==> src/rtl/mult_div_unit.sv <==
// Iterative MULT/MULTU/DIV/DIVU unit: one shift-add or restoring shift-subtract step per clock.
// Optional MDU_DIVZERO_FLAG_EN adds a div_zero pulse alongside done.
module mult_div_unit #(
  parameter int WIDTH = 32
) (
  input  logic             clk,
  input  logic             rst,
  input  logic             start,
  input  logic [1:0]       op,
  input  logic [WIDTH-1:0] op_a,
  input  logic [WIDTH-1:0] op_b,
  output logic             busy,
  output logic             done,
  output logic [WIDTH-1:0] hi,
  output logic [WIDTH-1:0] lo
`ifdef MDU_DIVZERO_FLAG_EN
  ,
  output logic             div_zero
`endif
);

  localparam int CW = $clog2(WIDTH + 1);

  typedef enum logic [1:0] {IDLE, RUN, FIX} state_t;

  state_t          state;
  logic [CW-1:0]   cnt;
  logic            is_div, neg_q, neg_r, b_zero;
  logic [WIDTH-1:0] a_raw, dvs, acc_hi, acc_lo;
  logic [WIDTH:0]  add_s, shl, sub_s;
  logic [WIDTH-1:0] ma, mb;

  function automatic logic [WIDTH-1:0] mag(input logic [WIDTH-1:0] v, input logic sgn);
    return (sgn && v[WIDTH-1]) ? (~v + 1'b1) : v;
  endfunction

  function automatic logic [WIDTH-1:0] cond_neg(input logic [WIDTH-1:0] v, input logic n);
    return n ? (~v + 1'b1) : v;
  endfunction

  function automatic logic [2*WIDTH-1:0] cond_neg2(input logic [2*WIDTH-1:0] v, input logic n);
    return n ? (~v + 1'b1) : v;
  endfunction

  // op[0]==0 selects the signed variants; steps always run on magnitudes
  always_comb begin
    ma    = mag(op_a, ~op[0]);
    mb    = mag(op_b, ~op[0]);
    add_s = {1'b0, acc_hi} + (acc_lo[0] ? {1'b0, dvs} : '0);
    shl   = {acc_hi, acc_lo[WIDTH-1]};
    sub_s = shl - {1'b0, dvs};
  end

  // Datapath: multiply keeps multiplier in acc_lo, divide keeps dividend/quotient there
  always_ff @(posedge clk) begin
    if (state == IDLE && start) begin
      is_div <= op[1];
      neg_q  <= ~op[0] & (op_a[WIDTH-1] ^ op_b[WIDTH-1]);
      neg_r  <= ~op[0] & op_a[WIDTH-1];
      b_zero <= (op_b == '0);
      a_raw  <= op_a;
      acc_hi <= '0;
      acc_lo <= op[1] ? ma : mb;
      dvs    <= op[1] ? mb : ma;
    end else if (state == RUN) begin
      if (is_div) begin
        if (!sub_s[WIDTH]) begin
          acc_hi <= sub_s[WIDTH-1:0];
          acc_lo <= {acc_lo[WIDTH-2:0], 1'b1};
        end else begin
          acc_hi <= shl[WIDTH-1:0];
          acc_lo <= {acc_lo[WIDTH-2:0], 1'b0};
        end
      end else begin
        acc_hi <= add_s[WIDTH:1];
        acc_lo <= {add_s[0], acc_lo[WIDTH-1:1]};
      end
    end
  end

  // Control FSM with registered busy/done/hi/lo
  always_ff @(posedge clk or posedge rst) begin
    if (rst) begin
      state <= IDLE;
      cnt   <= '0;
      busy  <= 1'b0;
      done  <= 1'b0;
      hi    <= '0;
      lo    <= '0;
`ifdef MDU_DIVZERO_FLAG_EN
      div_zero <= 1'b0;
`endif
    end else begin
      done <= 1'b0;
`ifdef MDU_DIVZERO_FLAG_EN
      div_zero <= 1'b0;
`endif
      case (state)
        IDLE: begin
          if (start) begin
            state <= RUN;
            cnt   <= CW'(WIDTH);
            busy  <= 1'b1;
          end
        end
        RUN: begin
          cnt <= cnt - 1'b1;
          if (cnt == CW'(1)) state <= FIX;
        end
        FIX: begin
          state <= IDLE;
          busy  <= 1'b0;
          done  <= 1'b1;
          if (is_div && b_zero) begin
            hi <= a_raw;
            lo <= '1;
          end else if (is_div) begin
            hi <= cond_neg(acc_hi, neg_r);
            lo <= cond_neg(acc_lo, neg_q);
          end else begin
            {hi, lo} <= cond_neg2({acc_hi, acc_lo}, neg_q);
          end
`ifdef MDU_DIVZERO_FLAG_EN
          div_zero <= is_div & b_zero;
`endif
        end
        default: state <= IDLE;
      endcase
    end
  end

endmodule

==> config.mk <==
export PLATFORM = sky130hd
export DESIGN_NAME = mult_div_unit
export DESIGN_NICKNAME = d
export VERILOG_FILES = /design/src/rtl/mult_div_unit.sv
export SDC_FILE = /design/constraint.sdc
export NUM_CORES = 1
export LEC_CHECK = 0
export BUFFER_PORTS_ARGS = -buffer_cell sky130_fd_sc_hd__buf_2
export CORE_MARGIN = 3
export CORE_UTILIZATION = 55
export CTS_CLUSTER_SIZE = 20
export DETAILED_ROUTE_END_ITERATION = 7
export HOLD_SLACK_MARGIN = 0.05
export PLACE_DENSITY_LB_ADDON = 0.08
export SLEW_MARGIN = 10
export SYNTH_ARGS = -nofsm -noshare
export SYNTH_HDL_FRONTEND = slang
export SYNTH_SLANG_ARGS = --single-unit
==> constraint.sdc <==
create_clock -name clk -period 3.35 [get_ports clk]
set_input_delay 0.5025 -clock clk [delete_from_list [all_inputs] [get_ports clk]]
set_output_delay 0.5025 -clock clk [all_outputs]
set_load 0.05 [all_outputs]
==> results.cfg <==
[run_status]
outcome = complete, no violations

[clock_network]
cts.clk_slew.worst_paths_ns = 0.06
clock-sinks = 206
cts_tree = done
cts-root-buf = clkbuf_16
cts_buffers = 25
clock_path_buffers = 3
worstSkewPairLatency_ns = 0.53
htreeDepth = 1

[logic_synthesis]
synth_cell_types = 69
ys.flop_type = edfxtp_1
synthesis.nets = 1902
synth_area_mm2 = 0.0151
yosysTopAreaCell = edfxtp_1
syn_area_per_cell_um2 = 8.56
synthTopCellsByArea = edfxtp_1 (20%), dfrtp_1 (12%), xor2_1 (6.3%), a21oi_1 (5.9%), ha_1 (5.8%)
ys_ff_latch = 206
syn-instance-count = 1761
synth_common_cells = nor2_1 (211), a21oi_1 (178), nand2_1 (163)
ys_warn_count = 0
synthArstFlopShare = 0.359
yosys.cell_count.top_type = nor2_1
synth_enable_flop_cells = 100
seq_area_frac_synth = 0.364
yosysTopAreaCellShare = 0.199

[detailed_routing]
wirelength_mm = 50.1
vias_per_cell = 6.29
dr.pass1.iters = 6
drcViolationCount = 0
maxUsedRoutingLayer = met4
wl_per_cell_um = 21.3
via_count = 14800
met2_length_mm = 23.2
wl_met1_mm = 21.3
wl_met3_mm = 3.98
first_iter_violations = 1586
ant_nets = 0

[finish]
diodes = 0
area_growth_pct = 21.7
nNetsFinal = 2142
layout-drive-gt1-share = 0.205
design_area_mm2 = 0.0183

[timing]
slew_headroom = 0.352
max_freq_mhz = 304
setup_viol = 0
post-route-min-period_ns = 3.29
fin_crit_sh = 0.983
hold_ws_ns = 0.139
final-max-slew-violation-count = 0
rsz0062_at_grt = yes
hold_violations = 0
fin_skew_ns = 0.0178
worst_slack_ns = 0.0558
tightest_slew_ns = 0.972

[grt]
grt_pass1_vias = 13900
grt_usage = 0.329
overflow = 0
grt_pass1_wl_mm = 76.5
antenna_found_initial = 0
grt_max_degree = 60

[floorplan]
core_area_mm2 = 0.0265
pin_count = 135
rows = 59
dieArea_mm2 = 0.0294
start_util = 0.569
die_h_um = 172
die_w_um = 172

[place]
io_buffer_count = 134
place_ws_ns = -0.279
post_dp_cell_area_mm2 = 0.0171
gp_congestion = 0.945
hpwl_mm = 37.3

[power_and_ir_drop]
ir_worst_vdd_v = 0.000652
p_per_area_mw_per_mm2 = 976
internal_power_mw = 9.48
p_sw_mw = 8.43
clkPwrFrac = 0.149
power_frac_seq = 0.255
p_sw_frac = 0.471
p_total_mw = 17.9
p_leak_nw = 8.16
p_comb_frac = 0.596

[min_path]
hold_class = input port to asynchronous set/reset pin

[worst_setup_path]
reg2reg_from = dvs[0]
cp.arrival_ns = 3.66
timing.rr.end = acc_hi[9]
crit_required_ns = 3.71
worst-setup-path-type = register to register
end_kind = register
reg2reg_setup_slack_ns = 0.06
cp_max_fo = 8
start_kind = register
worstRegToRegCells = 14

[flow_run]
drv_cap = 0
[metal layers]
layer | vias up | global-route usage
li1 | 6891 | -
met1 | 7049 | 0.470
met2 | 739 | 0.531
met3 | 117 | 0.0315
met4 | 0 | 0.100
met5 | - | 0
[power groups by stage]
stage	Combinational, mW	Clock (mW)	Sequential, mW
after floorplan	5.44	0	5.63
after global placement	9.69	0	4.54
final	10.7	2.67	4.56
after global routing	11.5	2.79	4.65
after detailed placement	9.81	0	4.57
after CTS	10.1	2.70	4.53
[cells in the final DEF, fill, tap and decap left out, drive strengths merged, types with 10 or more instances in the layout]
cell type / Yosys / layout
o221ai: 10 / 10
nand3: 20 / 20
clkbuf: 76 / 33
a21o: 38 / 38
nor2: 211 / 211
or3: 19 / 19
o31ai: 25 / 25
and2: 11 / 11
dfxtp: 32 / 32
buf: 13 / 299
dfrtp: 74 / 74
a31oi: 35 / 35
xnor2: 58 / 58
nand2b: 23 / 23
a21oi: 178 / 178
and3: 11 / 11
o21ai: 127 / 127
nor3: 38 / 38
inv: 60 / 61
ha: 70 / 70
nand4: 10 / 10
o41ai: 14 / 14
or4: 15 / 15
o211ai: 12 / 12
a22oi: 12 / 12
mux2i: 80 / 80
xor2: 108 / 108
edfxtp: 100 / 100
o21a: 10 / 10
nand2: 163 / 163
[critical path, stage by stage, from the launching register on]
cell       delay, ns
edfxtp_1        0.40
buf_6           0.14
ha_4            0.16
fa_2            0.34
nor2b_2         0.15
o31a_1          0.19
o41a_1          0.30
o2111ai_4       0.18
a2111o_1        0.52
nand3_4         0.15
buf_12          0.17
buf_12          0.12
nor2_2          0.04
a21oi_1         0.13
o221ai_1        0.12
[layout make-up]
type                    instances  area, um^2
flip-flops and latches        206        5500
fillers                      2225        8150
repair buffers                302        2090
well taps                     335         419
multi-input cells            1406        9320
clock buffers                  30         664
inverters                      60         228
clock inverters                15         131
[worst max-delay path by stage]
stage,from,end,depth (start not counted)
5_1_grt,acc_lo[0],acc_hi[19],15
4_1_cts,dvs[2],acc_hi[3],13
2_1_floorplan,op_b[6],acc_lo[30],8
3_5_place_dp,acc_lo[0],acc_hi[27],13
6_report,dvs[0],acc_hi[9],14
3_3_place_gp,acc_lo[0],acc_hi[27],13
[state kept, by name, indices dropped and copies added (netlist names)]
register and count:
state 2, b_zero 1, busy 1, is_div 1, acc_hi 32, lo 32, done 1, neg_r 1
dvs 32, a_raw 32, neg_q 1, cnt 6, acc_lo 32, hi 32
[stage by stage]
| stage | TNS, ns | instances | utilization |
|---|---|---|---|
| final | 0 | 2354 | 0.692 |
| after global routing | -0.240 | 2354 | 0.692 |
| after CTS | 0 | 2346 | 0.680 |
| after detailed placement | -3.05 | 2298 | 0.645 |
| after global placement | -1.77 | 2298 | 0.645 |
| after floorplan | 0 | 1761 | - |
[cell families after synthesis]
kind of cell	count (synthesis)	share of synthesized area
adder cells (fa/ha/maj)	72	0.0607
AND/OR/NAND/NOR	559	0.170
AO/OA/AOI/OAI	527	0.217
multiplexers	82	0.0546
buffers and inverters	149	0.0373
flip-flops	206	0.364
XOR/XNOR	166	0.0964
[repair_timing]
| action | 4_1_cts | 5_1_grt |
|---|---|---|
| buffers inserted | 2 | 6 |
| cloned | 1 | 3 |
| hold buffers | 0 | 0 |
| pin swaps | 10 | 18 |
| setup endpoints to repair | 28 | 34 |
| gates resized for setup | 23 | 55 |
No activity file was read; power rests on OpenSTA's default activity.
